--- config.mk ---
export PLATFORM = sky130hd
export DESIGN_NAME = mpsoc_boot_sequencer
export DESIGN_NICKNAME = d
export VERILOG_FILES = /design/src/rtl/mpsoc_boot_pkg.sv /design/src/rtl/mpsoc_boot_sequencer_boot_cnt.sv /design/src/rtl/mpsoc_boot_sequencer.sv
export SDC_FILE = /design/constraint.sdc
export NUM_CORES = 1
export LEC_CHECK = 0
export BUFFER_PORTS_ARGS = -buffer_cell sky130_fd_sc_hd__clkbuf_2
export CORE_ASPECT_RATIO = 0.9
export CORE_MARGIN = 4
export CORE_UTILIZATION = 59
export CTS_CLUSTER_SIZE = 14
export DETAILED_ROUTE_END_ITERATION = 10
export HOLD_SLACK_MARGIN = 0.1
export PLACE_DENSITY = 0.79
export SYNTH_ARGS = -nofsm -noshare
export SYNTH_HDL_FRONTEND = slang
export SYNTH_SLANG_ARGS = --single-unit
--- constraint.sdc ---
create_clock -name clk -period 4.4 [get_ports clk]
set_input_delay 0.44 -clock clk [delete_from_list [all_inputs] [get_ports clk]]
set_output_delay 0.44 -clock clk [all_outputs]
set_load 0.01 [all_outputs]
--- src/rtl/mpsoc_boot_pkg.sv ---
// mpsoc_boot_pkg
// Shared definitions for the MPSoC boot sequencer:
//   - boot_state_e : 2-bit FSM encoding (HOLD=0, RELEASE=1, WAIT_EN=2, RUN=3)
//   - *_DEF        : default tile count, reset hold, release stagger, counter width
package mpsoc_boot_pkg;

  typedef enum logic [1:0] {
    HOLD    = 2'd0,  // all tiles in reset, counting the hold interval
    RELEASE = 2'd1,  // releasing tiles one by one, STAGGER cycles apart
    WAIT_EN = 2'd2,  // all tiles out of reset, CPUs gated off
    RUN     = 2'd3   // CPUs enabled
  } boot_state_e;

  localparam int TILE_NUM_DEF = 4;
  localparam int RST_HOLD_DEF = 20;
  localparam int STAGGER_DEF  = 4;
  localparam int CNT_W_DEF    = 8;

endpackage

--- src/rtl/mpsoc_boot_sequencer_boot_cnt.sv ---
// boot_cnt
// CNT_W-bit up-counter shared by the HOLD and RELEASE intervals.
// Ports:
//   clk   in  clock
//   clr   in  synchronous clear (takes priority over en)
//   en    in  count enable
//   term  in  terminal value to compare against
//   hit   out counter currently equals term
module boot_cnt #(
  parameter int CNT_W = 8
) (
  input  logic             clk,
  input  logic             clr,
  input  logic             en,
  input  logic [CNT_W-1:0] term,
  output logic             hit
);

  logic [CNT_W-1:0] cnt;

  always_ff @(posedge clk) begin
    if (clr)     cnt <= '0;
    else if (en) cnt <= cnt + CNT_W'(1);
  end

  assign hit = (cnt == term);

endmodule

--- src/rtl/mpsoc_boot_sequencer.sv ---
// mpsoc_boot_sequencer
// Turns the raw system reset and processor-enable pins into staggered per-tile
// reset releases and a gated per-tile CPU enable.
// Ports:
//   clk            in   system clock, rising edge
//   reset          in   synchronous active-high system reset
//   processors_en  in   level request to run the CPUs
//   tile_reset     out  [TILE_NUM] per-tile reset, active-high
//   cpu_en         out  [TILE_NUM] per-tile CPU enable
//   boot_done      out  all tile resets released
//   busy           out  sequencing in progress (HOLD or RELEASE)
module mpsoc_boot_sequencer
  import mpsoc_boot_pkg::*;
#(
  parameter int TILE_NUM = TILE_NUM_DEF,
  parameter int RST_HOLD = RST_HOLD_DEF,
  parameter int STAGGER  = STAGGER_DEF,
  parameter int CNT_W    = CNT_W_DEF
) (
  input  logic                clk,
  input  logic                reset,
  input  logic                processors_en,
  output logic [TILE_NUM-1:0] tile_reset,
  output logic [TILE_NUM-1:0] cpu_en,
  output logic                boot_done,
  output logic                busy
);

  localparam int IDX_W = $clog2(TILE_NUM) + 1;

  // HOLD starts from a counter cleared at the reset edge, so matching at
  // RST_HOLD lands the release exactly RST_HOLD edges after E0. RELEASE is
  // entered with the counter already cleared on the release edge, so the
  // match is one lower to keep the spacing at STAGGER edges.
  localparam logic [CNT_W-1:0] HOLD_TERM = CNT_W'(RST_HOLD);
  localparam logic [CNT_W-1:0] REL_TERM  = CNT_W'(STAGGER - 1);
  localparam logic [IDX_W-1:0] LAST_IDX  = IDX_W'(TILE_NUM - 1);

  boot_state_e      state;
  logic [IDX_W-1:0] idx;
  logic             sequencing;
  logic             hit;
  logic [CNT_W-1:0] term;

  assign sequencing = (state == HOLD) || (state == RELEASE);
  assign term       = (state == HOLD) ? HOLD_TERM : REL_TERM;

  boot_cnt #(.CNT_W(CNT_W)) u_cnt (
    .clk  (clk),
    .clr  (reset || (sequencing && hit)),
    .en   (sequencing),
    .term (term),
    .hit  (hit)
  );

  always_ff @(posedge clk) begin
    if (reset) begin
      state      <= HOLD;
      idx        <= '0;
      tile_reset <= '1;
      cpu_en     <= '0;
      boot_done  <= 1'b0;
      busy       <= 1'b1;
    end else begin
      case (state)
        HOLD: begin
          if (hit) begin
            tile_reset[0] <= 1'b0;
            if (TILE_NUM == 1) begin
              state     <= WAIT_EN;
              boot_done <= 1'b1;
              busy      <= 1'b0;
            end else begin
              state <= RELEASE;
              idx   <= IDX_W'(1);
            end
          end
        end
        RELEASE: begin
          if (hit) begin
            for (int i = 0; i < TILE_NUM; i++)
              if (idx == IDX_W'(i)) tile_reset[i] <= 1'b0;
            idx <= idx + IDX_W'(1);
            if (idx == LAST_IDX) begin
              state     <= WAIT_EN;
              boot_done <= 1'b1;
              busy      <= 1'b0;
            end
          end
        end
        WAIT_EN: begin
          if (processors_en) begin
            cpu_en <= '1;
            state  <= RUN;
          end
        end
        RUN: begin
          if (!processors_en) begin
            cpu_en <= '0;
            state  <= WAIT_EN;
          end
        end
        default: state <= HOLD;
      endcase
    end
  end

endmodule

======== After elaboration in Yosys (flattened, before gate mapping) ========
Index checks and enable logic that the tools add are counted.
operators by class
  equality and inequality tests ........... 13
  reduce and logical (&&, ||, !) cells .... 14
  multiplexer cells ....................... 17
  add/subtract/negate cells ............... 2
operator list
  kind                                                 count
  AND reduction 3 bit                                  5
  2-to-1 mux 2 bit                                     5
  adder 8 x 1 -> 8 bit, second input constant          1
  equality test 8 x 5 -> 1 bit                         1
  2-to-1 mux 4 bit                                     2
  != test 2 bit, second input constant                 4
  one-hot mux 2 bit (4 select lines)                   1
  one-hot mux 4 bit (2 select lines)                   1
  equality test 3 x 2 -> 1 bit, second input constant  2
  2-to-1 mux 3 bit                                     2
  one-hot mux 3 bit (2 select lines)                   1
  2-to-1 mux 5 bit                                     1
  AND reduction 5 bit                                  1
  equality test 2 bit, second input constant           2
  != test 2 x 1 -> 1 bit, second input constant        2
  AND reduction 4 bit                                  1
  nonzero test 2 bit                                   2
  adder 3 x 1 -> 3 bit, second input constant          1
  equality test 3 x 1 -> 1 bit, second input constant  1
  logical NOT 3 bit                                    1
  2-to-1 mux 1 bit                                     3
  equality test 2 x 1 -> 1 bit, second input constant  1
  logical NOT 2 bit                                    1
  logical OR 1 bit                                     2
  other kinds (2)                                      2
word-level totals
  bits of input ports ..................... 3
  register bits after elaboration ......... 22
  output and inout bits ................... 10

======== Depth between registers and ports, before layout ========
  word-level depth ........................ 5
  depth in mapped cells ................... 5
  gate-level depth less buffers ........... 5

======== Cells and area by module ========
From an unflattened synthesis, not the netlist that was laid out.
unflattened totals
  cells, all modules ...................... 115
  area, all modules ....................... 989.7 um2
by module, submodules not included
  module                cells an instance  area each (um2)  seq. area each (um2)  instances
  mpsoc_boot_sequencer  66                 563.0            220.2                 1
  boot_cnt              49                 426.7            160.2                 1

======== Worst setup path before layout ========
No wires, ideal clock.
  kind .................................... flip-flop to flip-flop
  from .................................... register u_cnt.cnt[3]
  to ...................................... register tile_reset[3]
  path buffers ............................ 1
  stages on the path, launching flop included .. 6
  arrival ................................. 1.361 ns
  setup time .............................. 0.114 ns
  setup slack ............................. 2.925 ns
  cells stage by stage .................... dfxtp_1 or4_1 clkbuf_1 nor2_2 nand3_1 a21o_1
on the way
  word-level cells in the longest chain between the ends .. 2
RTL lines
  element                               line                                 RTL
  start: declaration                    mpsoc_boot_sequencer_boot_cnt.sv:19  logic [CNT_W-1:0] cnt;
  start signal: assignment              mpsoc_boot_sequencer_boot_cnt.sv:23  else if (en) cnt <= cnt + CNT_W'(1);
  equality test 8 x 5 -> 1 bit          mpsoc_boot_sequencer_boot_cnt.sv:26  assign hit = (cnt == term);
  AND reduction 3 bit (no source line)  --
  end signal: assignment                mpsoc_boot_sequencer.sv:60           tile_reset <= '1;
  end signal: indexed assignment        mpsoc_boot_sequencer.sv:82           if (idx == IDX_W'(i)) tile_reset[i] <= 1'b0;
  end: declaration                      mpsoc_boot_sequencer.sv:23           output logic [TILE_NUM-1:0] tile_reset,
Every way passes these cells.
A chain may end at the register's enable or synchronous reset.

======== Worst setup path after layout ========
  from .................................... register state[1]
  to ...................................... register idx[2]
on the way
  word-level cells in the longest chain between the ends .. 5
RTL lines
  element                               line                                                    RTL
  start: declaration                    mpsoc_boot_sequencer.sv:39                              boot_state_e state;
  start signal: assignment              mpsoc_boot_sequencer.sv:58                              state <= HOLD;
  start signal: assignment              mpsoc_boot_sequencer.sv:70                              state <= WAIT_EN;
  start signal: assignment              mpsoc_boot_sequencer.sv:74                              state <= RELEASE;
  logical NOT 2 bit                     mpsoc_boot_sequencer.sv:46, mpsoc_boot_sequencer.sv:65
  2-to-1 mux 5 bit                      mpsoc_boot_sequencer.sv:46                              assign term = (state == HOLD) ? HOLD_TERM : REL_TERM;
  equality test 8 x 5 -> 1 bit          mpsoc_boot_sequencer_boot_cnt.sv:26
  != test 2 bit (no source line)        --
  AND reduction 3 bit (no source line)  --
  end signal: assignment                mpsoc_boot_sequencer.sv:83                              idx <= idx + IDX_W'(1);
  end: declaration                      mpsoc_boot_sequencer.sv:40                              logic [IDX_W-1:0] idx;
Several ways; a longest one is shown, not always the timed one.

==> impl_metrics.prom <==
# TYPE chip_impl_metric gauge
chip_impl_metric{name="placed_cells_incl_taps",unit=""} 134
chip_impl_metric{name="route.antenna.remaining_nets",unit=""} 0
chip_impl_metric{name="drt_first_iter_violations",unit=""} 30
chip_impl_metric{name="muxShareOfSynthArea",unit="%"} 0
chip_impl_info{name="slowest_stage",value="dfxtp_1"} 1
chip_impl_metric{name="nets",unit=""} 126
chip_impl_info{name="dominant_combinational_cell_family_by_area_after_synthesis",value="simple AND/OR/NAND/NOR gates"} 1
chip_impl_metric{name="grt_max_degree",unit=""} 18
chip_impl_metric{name="avgRoutedWirePerCell",unit="um"} 13.56
chip_impl_info{name="run_status",value="finished, final reports clean"} 1
chip_impl_metric{name="worst-path-max-fanout",unit=""} 17
chip_impl_metric{name="synth.yosys.warnings",unit=""} 0
chip_impl_metric{name="fin_hold_ws",unit="ps"} 377.4
chip_impl_info{name="start_kind",value="register"} 1
chip_impl_metric{name="syn-cell-area",unit="um^2"} 969.7
chip_impl_metric{name="post_cts_resize_count",unit=""} 0
chip_impl_metric{name="crit_arrival",unit="ps"} 1940
chip_impl_metric{name="post_synth_fa_ha_maj_area_fraction",unit="%"} 7.742
chip_impl_metric{name="floorplan.die.width",unit="um"} 50.74
chip_impl_info{name="path_cells",value="or2_1, a2bb2oi_2, or4b_1, a21oi_1"} 1
chip_impl_metric{name="fmaxAchievable",unit="MHz"} 587.1
chip_impl_metric{name="synth-compound-area-share",unit="%"} 16.26
chip_impl_metric{name="fp-row-count",unit=""} 13
chip_impl_metric{name="area_growth",unit="%"} 7.484
chip_impl_metric{name="yosys.area_share.simple",unit="%"} 26.45
chip_impl_metric{name="cts-root-to-sink-buffers",unit=""} 2
chip_impl_metric{name="grt_util_all_layers",unit="%"} 18.23
chip_impl_metric{name="total_leakage_power",unit="nW"} 0.4068
chip_impl_metric{name="finalSetupViolCount",unit=""} 0
chip_impl_metric{name="data_required_time_at_the_worst_endpoint",unit="ps"} 4630
chip_impl_metric{name="global_route.overflow_total",unit=""} 0
chip_impl_metric{name="cp_slowest_stage_delay",unit="ps"} 660
chip_impl_metric{name="mappedNetlistNets",unit=""} 116
chip_impl_metric{name="worst_pin_slew",unit="ps"} 515.9
chip_impl_metric{name="port-buffer-count",unit=""} 12
chip_impl_metric{name="cts_buf_count",unit=""} 3
chip_impl_metric{name="grt_first_pass_wirelength",unit="um"} 3022
chip_impl_metric{name="avgViaCountPerCell",unit=""} 5.587
chip_impl_metric{name="slew_headroom",unit="%"} 65.56
chip_impl_metric{name="ff2ff_setup_slack",unit="ps"} 2700
chip_impl_metric{name="worstSkewPairLatency",unit="ps"} 300
chip_impl_metric{name="vertical_extent_of_the_die",unit="um"} 46.46
chip_impl_metric{name="power_density",unit="mW/mm^2"} 277.9
chip_impl_metric{name="detail_route.drc_violations",unit=""} 0
chip_impl_metric{name="yosysSeqAreaShare",unit="%"} 39.23
chip_impl_metric{name="initial_standard_cell_utilization_of_the_core",unit="%"} 64.80
chip_impl_metric{name="placedInstanceArea",unit="mm^2"} 0.001016
chip_impl_info{name="clock_tree_from_tritoncts",value="built"} 1
chip_impl_metric{name="gp_routability_congestion",unit=""} 0.7997
chip_impl_metric{name="vdd.ir_drop.worst",unit="mV"} 0.1606
chip_impl_metric{name="report.power.total",unit="uW"} 289.6
chip_impl_metric{name="cts.reportedPaths.clkPinSlew",unit="ps"} 110
chip_impl_metric{name="cts_post_setup_buffers_inserted",unit=""} 0
chip_impl_metric{name="io_pins",unit=""} 13
chip_impl_metric{name="finalCriticalPeriod",unit="ps"} 1703
chip_impl_info{name="layout_commonest_cell",value="dfxtp_1"} 1
chip_impl_metric{name="number_of_synthesized_register_bits",unit=""} 19
chip_impl_metric{name="detailroute.via_count",unit=""} 771
chip_impl_metric{name="final_design_instance_area_without_fill",unit="mm^2"} 0.001042
chip_impl_info{name="clock-root-buffer",value="clkbuf_4"} 1
chip_impl_metric{name="cts.sinks",unit=""} 19
chip_impl_metric{name="synth_cells",unit=""} 107
chip_impl_metric{name="finalHoldViolCount",unit=""} 0
chip_impl_metric{name="n_antenna_cell",unit=""} 0
chip_impl_info{name="crit_family",value="simple AND/OR/NAND/NOR gates"} 1
chip_impl_info{name="path_class",value="reg -> reg"} 1
chip_impl_metric{name="place_hpwl",unit="um"} 1369
chip_impl_metric{name="core",unit="mm^2"} 0.001496
chip_impl_metric{name="post_layout_nonfiller_instances",unit=""} 138
chip_impl_metric{name="post_synth.cell_area_avg",unit="um^2"} 9.062
chip_impl_info{name="critical_path.endpoint_type",value="register"} 1
chip_impl_metric{name="finalSetupTns",unit="ps"} 0
chip_impl_metric{name="drive_above_1_share",unit="%"} 17.24
chip_impl_metric{name="number_of_antenna_violations_at_the_first_check_in_global_routing",unit=""} 0
chip_impl_metric{name="clock_skew",unit="ps"} 5.983
chip_impl_metric{name="totalWireLength",unit="um"} 1871
chip_impl_metric{name="number_of_global_route_vias_before_repair",unit=""} 650
chip_impl_metric{name="drt_first_pass_iters",unit=""} 4
chip_impl_metric{name="slew_violations",unit=""} 0
chip_impl_metric{name="max_cap_viol_count",unit=""} 0
chip_impl_metric{name="path_buf_inv",unit=""} 0
chip_impl_info{name="hold_class",value="in -> reg"} 1
chip_impl_metric{name="dieArea",unit="mm^2"} 0.002357
chip_impl_info{name="commonest_non_fill_non_tap_cells_in_the_layout",value="19 x dfxtp_1, 12 x clkbuf_2, 10 x nor2_1, 10 x a21oi_1"} 1
chip_impl_info{name="grt_setup_unrepaired",value="no"} 1
chip_impl_metric{name="synth.lib_cells_used.distinct",unit=""} 34
chip_impl_metric{name="synth-xor-area-share",unit="%"} 4.516
chip_impl_metric{name="clock_tree.htree_level_count",unit=""} 1
chip_impl_metric{name="final.period_utilization",unit="%"} 38.71
chip_impl_metric{name="cts_hold_buf",unit=""} 0
[synthesized netlist by cell type]
master / n / share of area [%]
a21o_1: 4 / 3.1
inv_1: 4 / 1.5
a21boi_0: 1 / 0.77
nand3_1: 6 / 3.1
and3_1: 1 / 0.65
buf_4: 4 / 3.1
or2_1: 1 / 0.65
or4_1: 1 / 0.77
nor2_2: 1 / 0.65
a2bb2oi_2: 1 / 1.5
and2_1: 1 / 0.65
and4b_1: 1 / 1.0
o22ai_1: 1 / 0.65
nor2_1: 10 / 3.9
or3_1: 1 / 0.65
clkbuf_1: 3 / 1.2
and4bb_4: 1 / 1.7
nand4b_1: 3 / 2.7
nor3b_1: 1 / 0.77
dfxtp_1: 19 / 39
o21bai_1: 1 / 0.77
xor2_1: 5 / 4.5
nor4_2: 1 / 1.3
o21ai_0: 5 / 2.6
nor3_2: 1 / 1.0
a41oi_1: 1 / 0.90
nand2b_1: 3 / 1.9
nor2b_1: 2 / 1.3
nand4bb_1: 1 / 1.2
nand2_1: 4 / 1.5
a21oi_1: 10 / 5.2
ha_1: 6 / 7.7
o31ai_1: 1 / 0.77
or4b_1: 1 / 1.0
[worst register-to-register path, stage by stage (launching register included)]
cell       delay (ps)
dfxtp_1           660
or2_1             190
a2bb2oi_2         120
or4b_1            520
a21oi_1           150
[per-layer routing]
layer  GRT usage (%)  wire, um  vias up
met4           9.677        31        0
li1                -         -      393
met5               0         0        -
met2           27.08       856       20
met3           5.825        90        4
met1           23.68       893      354
[flip-flops by register name, indices dropped and copies added (netlist names)]
name,flops
cpu_en,1
boot_done,1
state,2
tile_reset,4
idx,3
u_cnt.cnt,8
[per-stage QoR]
stage	util [%]	worst slack (ps)
final	69.65	2697
after global routing	69.65	2606
after CTS	69.65	2721
after detailed placement	67.89	2737
after global placement	67.89	2803
after floorplan	-	2925
[path summary, 6_finish.rpt]
check	cells past startpoint	endpoint	start
worst max-delay path	4	idx[2]$_SDFFE_PP0P_	state[1]$_SDFFE_PP0P_
worst min-delay path	3	state[0]$_SDFFE_PP0P_	processors_en
worst max register to register	4	idx[2]$_SDFFE_PP0P_	state[1]$_SDFFE_PP0P_
worst min register to register	2	tile_reset[0]$_SDFFE_PP1P_	tile_reset[0]$_SDFFE_PP1P_
[logic make-up (layout without fill, tap and decap cells)]
family | count (synthesis) | count (layout)
compound gates | 25 | 25
xor+xnor | 5 | 5
fa+ha+maj | 6 | 6
buf+inv | 11 | 20
flops | 19 | 19
simple gates | 41 | 41
[report_power, final]
part / leakage [nW] / switching (mW) / internal (mW)
clock: 0.0150 / 0.0538 / 0.0353
sequential: 0.154 / 0.00551 / 0.175
combinational: 0.238 / 0.0106 / 0.00916
total: 0.407 / 0.0700 / 0.220
[layout make-up]
cell class,count,area [um^2]
inverter,4,15.01
timing repair buffer,12,60.06
sequential,19,380.4
multi-input combinational,77,533.0
clock buffer,4,26.28
tap,22,27.53
fill,130,454.2
Power figures use the tool's default switching activity.
